`config.mk`:
```
export PLATFORM = sky130hd
export DESIGN_NAME = bar_frame_scheduler
export DESIGN_NICKNAME = d
export VERILOG_FILES = /design/src/rtl/bar_frame_scheduler.sv
export SDC_FILE = /design/constraint.sdc
export NUM_CORES = 1
export LEC_CHECK = 0
export BUFFER_PORTS_ARGS = -buffer_cell sky130_fd_sc_hd__buf_2
export CAP_MARGIN = 40
export CELL_PAD_IN_SITES_DETAIL_PLACEMENT = 1
export CELL_PAD_IN_SITES_GLOBAL_PLACEMENT = 2
export CORE_UTILIZATION = 37
export CTS_BUF_LIST = sky130_fd_sc_hd__clkbuf_8
export CTS_CLUSTER_SIZE = 14
export DETAILED_ROUTE_END_ITERATION = 7
export PLACE_DENSITY_LB_ADDON = 0.15
export SLEW_MARGIN = 40
export SYNTH_ARGS = -nofsm -noshare
export SYNTH_HDL_FRONTEND = slang
export SYNTH_SLANG_ARGS = --single-unit
```
`constraint.sdc`:
```
create_clock -name clk50 -period 16.56 [get_ports clk50]
set_input_delay 1.656 -clock clk50 [delete_from_list [all_inputs] [get_ports clk50]]
set_output_delay 1.656 -clock clk50 [all_outputs]
set_load 0.01 [all_outputs]
```
`src/rtl/bar_frame_scheduler.sv`:
```
// bar_frame_scheduler
//   Collects one set of signed FFT bin samples and converts each one to a bar
//   height in pixels. The heights are held in a shadow bank. The bank is
//   copied to the active outputs only on a vsync falling edge, so a frame is
//   never drawn half-updated.
//
//   Ports:
//     clk50      in   system clock, all logic on the rising edge
//     rst        in   asynchronous active-high reset
//     bin_valid  in   bin_data valid this cycle
//     bin_ready  out  a sample is accepted this cycle
//     bin_data   in   signed bin sample (DW bits), bin order from bin 0
//     bin_last   in   final sample of a set
//     vsync      in   active-low vertical sync, same clock domain
//     done       out  one-cycle pulse when the active bank is updated
//     f_bus      out  active bar heights, bar k at [16k+15:16k]
//
//   Optional feature: define PEAK_DECAY_EN for peak-hold bars. Each held
//   peak falls by DECAY pixels per frame.
module bar_frame_scheduler #(
    parameter int unsigned NBINS = 16,
    parameter int unsigned DW    = 16,
    parameter int unsigned HMAX  = 480,
    parameter int unsigned DECAY = 4
) (
    input  logic                clk50,
    input  logic                rst,
    input  logic                bin_valid,
    output logic                bin_ready,
    input  logic [DW-1:0]       bin_data,
    input  logic                bin_last,
    input  logic                vsync,
    output logic                done,
    output logic [NBINS*16-1:0] f_bus
);

    localparam int unsigned IW = $clog2(NBINS);
    localparam int unsigned MW = DW - 1;
    localparam int unsigned SW = (MW > 16) ? MW : 16;

    typedef enum logic [1:0] {S_LOAD, S_CALC, S_WAIT_VSYNC, S_SWAP} state_t;

    state_t              state_q, state_d;
    logic [IW-1:0]       idx_q, idx_d;
    logic                ready_q, done_q;
    logic                vsync_q;
    logic [SW-1:0]       shadow_q [NBINS];
    logic [NBINS*16-1:0] f_bus_q;

    logic                xfer;
    logic [MW-1:0]       mag;
    logic [25:0]         prod;
    logic [25:0]         h_raw;
    logic [15:0]         h_clamp;
    logic [15:0]         held;

    assign bin_ready = ready_q;
    assign done      = done_q;
    assign f_bus     = f_bus_q;
    assign xfer      = bin_valid & ready_q;

    // Magnitude. The most negative code has no positive twin and saturates.
    always_comb begin
        if (!bin_data[DW-1])
            mag = bin_data[MW-1:0];
        else if (bin_data[MW-1:0] == '0)
            mag = '1;
        else
            mag = ~bin_data[MW-1:0] + MW'(1);
    end

    always_comb begin
        prod    = 26'(shadow_q[idx_q]) * 26'(HMAX);
        h_raw   = prod >> (DW - 1);
        h_clamp = (h_raw > 26'(HMAX - 1)) ? 16'(HMAX - 1) : h_raw[15:0];
    end

`ifdef PEAK_DECAY_EN
    logic [15:0] peak_q [NBINS];
    logic [15:0] decayed;

    always_comb begin
        decayed = (peak_q[idx_q] > 16'(DECAY)) ? (peak_q[idx_q] - 16'(DECAY)) : '0;
        held    = (h_clamp > decayed) ? h_clamp : decayed;
    end

    always_ff @(posedge clk50 or posedge rst) begin
        if (rst) begin
            for (int unsigned i = 0; i < NBINS; i++)
                peak_q[IW'(i)] <= '0;
        end else if (state_q == S_CALC) begin
            peak_q[idx_q] <= held;
        end
    end
`else
    logic [15:0] unused_decay;

    assign unused_decay = 16'(DECAY);
    always_comb held = h_clamp;
`endif

    // Next-state logic
    always_comb begin
        state_d = state_q;
        idx_d   = idx_q;
        case (state_q)
            S_LOAD: begin
                if (xfer) begin
                    if (bin_last || idx_q == IW'(NBINS - 1)) begin
                        state_d = S_CALC;
                        idx_d   = '0;
                    end else begin
                        idx_d = idx_q + IW'(1);
                    end
                end
            end
            S_CALC: begin
                if (idx_q == IW'(NBINS - 1)) begin
                    state_d = S_WAIT_VSYNC;
                    idx_d   = '0;
                end else begin
                    idx_d = idx_q + IW'(1);
                end
            end
            S_WAIT_VSYNC: begin
                if (vsync_q && !vsync)
                    state_d = S_SWAP;
            end
            S_SWAP: begin
                state_d = S_LOAD;
            end
            default: state_d = S_LOAD;
        endcase
    end

    // ready/done are registered from the next state so they line up with
    // the state they describe while still reading 0 straight out of reset.
    always_ff @(posedge clk50 or posedge rst) begin
        if (rst) begin
            state_q <= S_LOAD;
            idx_q   <= '0;
            ready_q <= 1'b0;
            done_q  <= 1'b0;
            vsync_q <= 1'b1;
        end else begin
            state_q <= state_d;
            idx_q   <= idx_d;
            ready_q <= (state_d == S_LOAD);
            done_q  <= (state_d == S_SWAP);
            vsync_q <= vsync;
        end
    end

    // Shadow bank holds magnitudes during LOAD and is rewritten in place
    // with bar heights during CALC.
    always_ff @(posedge clk50 or posedge rst) begin
        if (rst) begin
            for (int unsigned i = 0; i < NBINS; i++)
                shadow_q[IW'(i)] <= '0;
            f_bus_q <= '0;
        end else begin
            case (state_q)
                S_LOAD: begin
                    if (xfer) begin
                        shadow_q[idx_q] <= SW'(mag);
                        // A short set clears the bins it never wrote.
                        if (bin_last) begin
                            for (int unsigned i = 0; i < NBINS; i++)
                                if (i > 32'(idx_q))
                                    shadow_q[IW'(i)] <= '0;
                        end
                    end
                end
                S_CALC: begin
                    shadow_q[idx_q] <= SW'(held);
                end
                S_SWAP: begin
                    for (int unsigned i = 0; i < NBINS; i++)
                        f_bus_q[16*i +: 16] <= shadow_q[IW'(i)][15:0];
                end
                default: ;
            endcase
        end
    end

endmodule

```
==> key figures, run 1 <==
Status
  • Run status: finished, final reports clean

Synth
  • Cell count after synthesis: 1985
  • Count of distinct cell types in the synthesized netlist: 69
  • Synth area leaders: sky130_fd_sc_hd__dfrtp_1 54%, sky130_fd_sc_hd__mux2_2 12%, sky130_fd_sc_hd__o21ai_0 4.2%
  • Most area-hungry cell type in the Yosys netlist: sky130_fd_sc_hd__dfrtp_1
  • Cell area after synthesis: 24000 sq um
  • FFs w/ async S/R, synth: 100%
  • Number of synthesized flops with an enable pin: 0
  • Count of warnings emitted by yosys: 0
  • Number of nets in the synthesized netlist: 2062
  • Flip-flop cell with the highest count after synthesis: sky130_fd_sc_hd__dfrtp_1
  • Flop and latch count out of synthesis: 521
  • Share of Yosys cell area claimed by the top area cell type: 54.2%
  • Sequential fraction of the synthesis area: 54.3%
  • Synthesized area divided by synthesized cell count: 12.1 sq um

Floorplanning
  • Core area: 63500 sq um
  • Vertical extent of the die: 257 um
  • Number of cell rows: 92
  • Chip width: 257 um
  • Effective utilization at floorplan: 37.8%
  • Area enclosed by the die boundary: 65900 sq um
  • Boundary Pins: 279

Finish
  • Fraction of final layout cells sized beyond drive strength 1: 32.9%
  • Layout overhead on the synthesized area: 17.9%
  • Final core occ: 44.5%
  • Final cell count without fillers: 3183
  • Post-layout nets: 2348

Routing
  • Drt drc: 0
  • Routed wire per std cell: 28.0 um
  • Antenna Violating Nets Remaining: 0
  • Aggregate routed wire length: 89000 um
  • Number of DRC violations after detailed-routing iteration 0: 1390
  • Number of vias after detailed routing: 18400
  • Length of the first detailed-routing pass in iterations: 6
  • Number of vias per cell: 5.79

Clock tree
  • Clock root buffer: sky130_fd_sc_hd__clkbuf_8
  • Number of buffers created by CTS: 92
  • Clock slew seen by the registers of the worst setup and hold paths: 0.06 ns
  • TritonCTS clock tree: yes
  • Number of resized instances in the post-cts repair step: 0
  • Number of setup buffers added after CTS: 0
  • # clock sinks: 521
  • Number of H-tree levels: 3
  • Count of hold buffers inserted by post-cts repair: 0
  • Clk buf depth: 3
  • Clock latency on the worst-skew pair: 0.69 ns

STA
  • Fin Clk Skew: 0.0386 ns
  • Clock period minus final worst setup slack: 7.13 ns
  • Hold slack final: 0.498 ns
  • Crit share post-route: 43.1%
  • FMAX: 140 MHz
  • Setup Viol. Count Final: 0
  • Setup repair after global routing missed its margin: no
  • Relative max-transition margin: 40.1%
  • Final-report max-slew violation count: 0
  • Setup TNS: 0 ns
  • Final hold violation count: 0
  • Slew at the pin closest to its max-slew limit: 0.886 ns

Global routing
  • All-Layer GR Usage: 27.2%
  • Global-route wire length before repair: 133000 um
  • Maximum number of pins on one net before global-route repair: 155
  • Total gr overflow: 0
  • Vias in the first global route: 19300
  • Number of antenna violations at the first check in global routing: 4

Worst setup path
  • Kind of launch point of the worst setup path: flip-flop
  • Critical path class: reg2reg
  • Endpoint of the worst setup timing path: shadow_q[99]
  • Endpoint of the worst register-to-register path: shadow_q[99]
  • Endpoint type of the worst setup path: flip-flop
  • Source of the worst register-to-register timing path: idx_q[0]
  • Data required time at the worst endpoint: 17.10 ns
  • Arrival time of data at the critical path endpoint: 7.67 ns
  • Crit path max fanout: 50
  • Depth of the worst register-to-register path: 16
  • Crit path from: idx_q[0]
  • Register-to-register setup slack: 9.43 ns

Placement
  • Hpwl dp: 62000 um
  • Post-Place Cells: 3021
  • Final weighted congestion in routability-driven placement: 0.895
  • IO Port Bufs: 278

Flow run
  • Max-cap violations: 0

Hold path
  • Worst min-delay path category: reg2reg
[how the worst min path moves through the flow]
stage                   from             to  slack, ns  cells past startpoint
2_1_floorplan  shadow_q[217]  shadow_q[217]       0.46                      2
3_3_place_gp       f_bus[74]      f_bus[74]       0.48                      1
3_5_place_dp       f_bus[96]      f_bus[96]       0.49                      1
4_1_cts            f_bus[98]      f_bus[98]       0.50                      1
5_1_grt           f_bus[122]     f_bus[122]       0.52                      1
6_report          f_bus[122]     f_bus[122]       0.50                      1
[cells in the final DEF (no fill, tap or decap), types with 6 or more instances in the layout]
master	netlist	final
sky130_fd_sc_hd__dfrtp_1	520	519
sky130_fd_sc_hd__buf_2	0	278
sky130_fd_sc_hd__mux2_2	256	256
sky130_fd_sc_hd__o21ai_0	202	201
sky130_fd_sc_hd__nand2_1	185	183
sky130_fd_sc_hd__a22oi_1	114	114
sky130_fd_sc_hd__clkbuf_8	0	113
sky130_fd_sc_hd__inv_1	51	83
sky130_fd_sc_hd__mux2i_1	67	67
sky130_fd_sc_hd__nor2_1	74	65
sky130_fd_sc_hd__o221ai_1	56	55
sky130_fd_sc_hd__nand3_1	35	35
sky130_fd_sc_hd__mux4_2	32	32
sky130_fd_sc_hd__fa_1	28	28
sky130_fd_sc_hd__ha_1	28	28
sky130_fd_sc_hd__buf_4	6	26
sky130_fd_sc_hd__and2_1	21	21
sky130_fd_sc_hd__a21oi_1	21	20
sky130_fd_sc_hd__o31ai_1	19	19
sky130_fd_sc_hd__a22o_1	16	16
sky130_fd_sc_hd__a21o_1	12	12
sky130_fd_sc_hd__o22ai_1	11	11
sky130_fd_sc_hd__xnor2_1	10	9
sky130_fd_sc_hd__clkinv_2	0	8
sky130_fd_sc_hd__o21ai_1	6	7
sky130_fd_sc_hd__nor2_2	0	6
sky130_fd_sc_hd__nand2b_1	6	6
sky130_fd_sc_hd__xor2_1	6	6
sky130_fd_sc_hd__buf_6	2	6
[cell usage after synthesis (10+ instances only)]
library cell               count
sky130_fd_sc_hd__xnor2_1      10
sky130_fd_sc_hd__a21o_1       12
sky130_fd_sc_hd__mux2i_1      67
sky130_fd_sc_hd__o221ai_1     56
sky130_fd_sc_hd__o21ai_0     202
sky130_fd_sc_hd__a22o_1       16
sky130_fd_sc_hd__nand3_1      35
sky130_fd_sc_hd__a22oi_1     114
sky130_fd_sc_hd__buf_1        15
sky130_fd_sc_hd__ha_1         28
sky130_fd_sc_hd__clkbuf_1     98
sky130_fd_sc_hd__and2_1       21
sky130_fd_sc_hd__mux4_2       32
sky130_fd_sc_hd__nor2_1       74
sky130_fd_sc_hd__fa_1         28
sky130_fd_sc_hd__o31ai_1      19
sky130_fd_sc_hd__dfrtp_1     520
sky130_fd_sc_hd__mux2_2      256
sky130_fd_sc_hd__a21oi_1      21
sky130_fd_sc_hd__o22ai_1      11
sky130_fd_sc_hd__inv_1        51
sky130_fd_sc_hd__nand2_1     185
[state kept, by name (all words and copies together) (netlist names)]
signal / count
vsync_q: 1
done: 1
f_bus: 256
state_q: 2
shadow_q: 256
idx_q: 4
bin_ready: 1
[worst max-delay path, cell delays in order, from the launching register on]
cell and delay, ns:
sky130_fd_sc_hd__dfrtp_4 0.55, sky130_fd_sc_hd__buf_6 0.56, sky130_fd_sc_hd__mux2i_1 0.50, sky130_fd_sc_hd__o221ai_1 0.30, sky130_fd_sc_hd__o221ai_1 0.72, sky130_fd_sc_hd__fa_1 0.57, sky130_fd_sc_hd__fa_1 0.51, sky130_fd_sc_hd__inv_1 0.04
sky130_fd_sc_hd__ha_1 0.33, sky130_fd_sc_hd__a21oi_1 0.31, sky130_fd_sc_hd__o211a_1 0.23, sky130_fd_sc_hd__o21ai_0 0.17, sky130_fd_sc_hd__a2111oi_1 0.69, sky130_fd_sc_hd__nor2_2 0.31, sky130_fd_sc_hd__a311oi_4 0.68, sky130_fd_sc_hd__buf_4 0.31
sky130_fd_sc_hd__o21ai_0 0.12
[through the flow]
step / setup slack (ns) / area, sq um
finish: 9.43 / 28300
global route: 9.22 / 28300
CTS: 9.49 / 28200
detailed placement: 9.54 / 26400
global placement: 9.26 / 26300
floorplan: 0.351 / 24000
[per-layer routing]
metal  track usage, %  up-vias  routed length [um]
met3             5.21      155                5590
li1                 -     7849                   -
met2             42.3      699               41100
met4             9.06        6                2670
met5                0        -                  31
met1             38.0     9709               39600
[cell type report]
| type | instances | area [sq um] |
|---|---|---|
| clock inverters | 46 | 248 |
| diodes | 1 | 2.50 |
| inverters | 51 | 204 |
| clock buffers | 113 | 1560 |
| repair buffers | 313 | 1730 |
| multi-input cells | 1292 | 10400 |
| flip-flops and latches | 521 | 13000 |
| fillers | 6779 | 35300 |
| well taps | 846 | 1060 |
[logic make-up after synthesis]
kind of cell | after synthesis | synth area share (%)
flip-flops | 521 | 54.3
AND/OR/NAND/NOR | 365 | 6.85
AO/OA/AOI/OAI | 500 | 13.8
adder cells (fa/ha/maj) | 56 | 3.80
XOR/XNOR | 16 | 0.584
multiplexers | 355 | 17.8
buffers and inverters | 172 | 2.85
Power of run 1 is not shown: default switching activity piles up to over one toggle a cycle in this logic, so the estimate is an artifact.
==> inputs of run 2 (changes only) <==
CORE_UTILIZATION = 41   (was 37)
clock period = 7.05 ns   (was 16.56 ns; I/O delays follow)
==> run 2 against run 1 <==
Via count up 0.85%; fmax increased by 10%; critical path depth up 3; non-clock buffer count grew 23; hold slack lost 0.36 ns; sequential cell count unchanged; global-route usage increased by 1.7 points; setup slack worse by 8.9 ns; critical endpoint is now shadow_q[81].
==> key figures, run 2 (synthesis gave the netlist of run 1 again) <==
Routing
  • Number of vias per cell: 5.94 (+2.7%)
  • Length of the first detailed-routing pass in iterations: 5 (-1)
  • Drt drc: 0 (unchanged)
  • Aggregate routed wire length: 85500 um (-3.9%)
  • Antenna Violating Nets Remaining: 0 (unchanged)
  • Number of DRC violations after detailed-routing iteration 0: 1530 (+10%)
  • Routed wire per std cell: 27.4 um (-2.2%)
  • Number of vias after detailed routing: 18600 (+0.85%)

Clock tree
  • Clk buf depth: 3 (unchanged)
  • # clock sinks: 521 (unchanged)
  • Number of setup buffers added after CTS: 0 (unchanged)
  • Number of H-tree levels: 3 (unchanged)
  • Clock root buffer: sky130_fd_sc_hd__clkbuf_8
  • Clock latency on the worst-skew pair: 0.71 ns (+0.02 ns)
  • Clock slew seen by the registers of the worst setup and hold paths: 0.06 ns (about the same)
  • Number of buffers created by CTS: 90 (-2.2%)
  • TritonCTS clock tree: yes
  • Number of resized instances in the post-cts repair step: 0 (unchanged)

Worst setup path
  • Data required time at the worst endpoint: 7.59 ns (-9.51 ns)
  • Arrival time of data at the critical path endpoint: 7.03 ns (-0.64 ns)
  • Depth of the worst register-to-register path: 19 (+3)
  • Kind of launch point of the worst setup path: flip-flop
  • Endpoint of the worst register-to-register path: shadow_q[81]
  • Crit path max fanout: 35 (-30%)
  • CP bufs+invs: 4 (+1)
  • Critical path class: reg2reg
  • Crit-path slowest cell: sky130_fd_sc_hd__dfrtp_4
  • Top Family by Delay on Critical Path: compound AO/OA/AOI/OAI gates
  • Largest stage delay on the critical path: 0.91 ns (+0.19 ns)
  • Chain of cells forming the critical path: buf_12 > mux2i_1 > nor2_1 > nor2_1 > o21ai_0 > o221ai_1 > fa_1 > fa_1 > inv_1 > ha_1 > a21oi_1 > o211a_1 > o21ai_0 > a2111oi_1 > nor2_1 > buf_4 > a311oi_2 > buf_4 > o21ai_0
  • Register-to-register setup slack: 0.56 ns (-8.86 ns)
  • Source of the worst register-to-register timing path: idx_q[0]
  • Endpoint type of the worst setup path: flip-flop

Finish
  • Fillers: 6163 (-9.1%)
  • Post-layout nets: 2369 (+0.89%)
  • Layout overhead on the synthesized area: 18.6%
  • Commonest cells after routing, fill and taps aside: 519 x sky130_fd_sc_hd__dfrtp_1, 278 x sky130_fd_sc_hd__buf_2, 256 x sky130_fd_sc_hd__mux2_2
  • Leading cell type in the layout, fill and taps excluded: sky130_fd_sc_hd__dfrtp_1
  • Fraction of final layout cells sized beyond drive strength 1: 33.3% (+0.40 points)

Global routing
  • Vias in the first global route: 19000 (-1.8%)
  • Global-route wire length before repair: 127000 um (-4.3%)
  • All-Layer GR Usage: 28.9% (+1.7 points)
  • Total gr overflow: 0 (unchanged)
  • Number of antenna violations at the first check in global routing: 5 (+1)
  • Maximum number of pins on one net before global-route repair: 154 (-0.65%)

STA
  • Relative max-transition margin: 37.4% (-2.7 points)
  • Final-report max-slew violation count: 0 (unchanged)
  • Slew at the pin closest to its max-slew limit: 0.936 ns (+0.0500 ns)
  • Final hold violation count: 0 (unchanged)
  • Fin Clk Skew: 0.0463 ns (+0.00775 ns)
  • Crit share post-route: 92.0% (+49 points)
  • FMAX: 154 MHz (+10%)
  • Clock period minus final worst setup slack: 6.49 ns (-0.647 ns)
  • Setup Viol. Count Final: 0 (unchanged)
  • Hold slack final: 0.139 ns (-0.359 ns)
  • Setup repair after global routing missed its margin: no

Floorplanning
  • Effective utilization at floorplan: 41.5% (+3.7 points)
  • Chip width: 244 um (-5.0%)
  • Number of cell rows: 88 (-4.3%)
  • Core area: 57800 sq um (-9.0%)
  • Vertical extent of the die: 244 um (-5.0%)
  • Area enclosed by the die boundary: 59500 sq um (-9.7%)
  • Boundary Pins: 279 (unchanged)

Hold path
  • Endpoint of the worst hold-timing path: vsync_q
  • Worst min-delay path category: in2reg
  • Cell count of the worst hold path: 1 (unchanged)
  • Hold wc startpoint: vsync

Status
  • Run status: finished, final reports clean

Flow run
  • Max-cap violations: 0 (unchanged)

Placement
  • IO Port Bufs: 278 (unchanged)
  • Final weighted congestion in routability-driven placement: 0.908 (+1.5%)
  • Hpwl dp: 61000 um (-1.7%)
run 2: cell types whose count changed in the layout (fill, tap and decap cells not counted), moves of 2 or more:
| cell | previous run | this run |
|---|---|---|
| sky130_fd_sc_hd__buf_4 | 26 | 44 |
| sky130_fd_sc_hd__buf_12 | 1 | 9 |
| sky130_fd_sc_hd__clkinv_2 | 8 | 5 |
| sky130_fd_sc_hd__buf_6 | 6 | 0 |
| sky130_fd_sc_hd__nor2_4 | 3 | 0 |
| sky130_fd_sc_hd__a311oi_2 | 2 | 5 |
| sky130_fd_sc_hd__nor2_2 | 6 | 10 |
| sky130_fd_sc_hd__buf_16 | 2 | 4 |
| sky130_fd_sc_hd__clkinvlp_4 | 2 | 4 |
| sky130_fd_sc_hd__a311oi_4 | 3 | 0 |
run 2: layout make-up:
type | instances | area, sq um | share of cell area, %
well taps | 765 | 957 | 3.36
diodes | 2 | 5.00 | 0.0176
clock buffers | 114 | 1570 | 5.51
repair buffers | 336 | 2020 | 7.11
clock inverters | 45 | 285 | 1.00
flip-flops and latches | 521 | 13000 | 45.8
inverters | 51 | 195 | 0.686
multi-input cells | 1292 | 10400 | 36.5
run 2: through the flow:
step | setup TNS [ns] | setup WS (ns) | area [sq um] | instances | util (%)
floorplan | -380.85 | -0.732 | 24000 | 1985 | -
global placement | 0 | 0.824 | 26400 | 2959 | 45.7
detailed placement | 0 | 0.678 | 26500 | 2962 | 45.9
CTS | 0 | 0.624 | 28400 | 3122 | 49.1
global route | 0 | 0.229 | 28400 | 3125 | 49.2
finish | 0 | 0.565 | 28500 | 3126 | 49.2
run 2: worst max-delay path by stage:
| stage | end | start | slack [ns] | depth (start not counted) |
|---|---|---|---|---|
| after global placement | shadow_q[161] | idx_q[0] | 0.82 | 16 |
| final | shadow_q[81] | idx_q[0] | 0.56 | 19 |
| after CTS | shadow_q[147] | idx_q[0] | 0.62 | 16 |
| after detailed placement | shadow_q[82] | idx_q[0] | 0.68 | 16 |
| after floorplan | bin_ready | rst | -0.73 | 1 |
| after global routing | shadow_q[117] | idx_q[0] | 0.23 | 18 |
run 2: what timing repair did:
item | in CTS | in global routing
setup endpoints to repair | 0 | 0
hold buffers | 1 | 0
endpoints found under the hold margin | 1 | 0
run 2: per-layer routing:
metal  vias to the layer above  share of wire (%)  global-route usage (%)
li1                       7901                  -                       -
met1                      9867                 45                    41.8
met2                       677                 46                    44.5
met3                       127                6.0                    4.69
met4                         2                2.7                    8.66
met5                         -              0.015                       0
Power of run 2 is left out for the same reason.
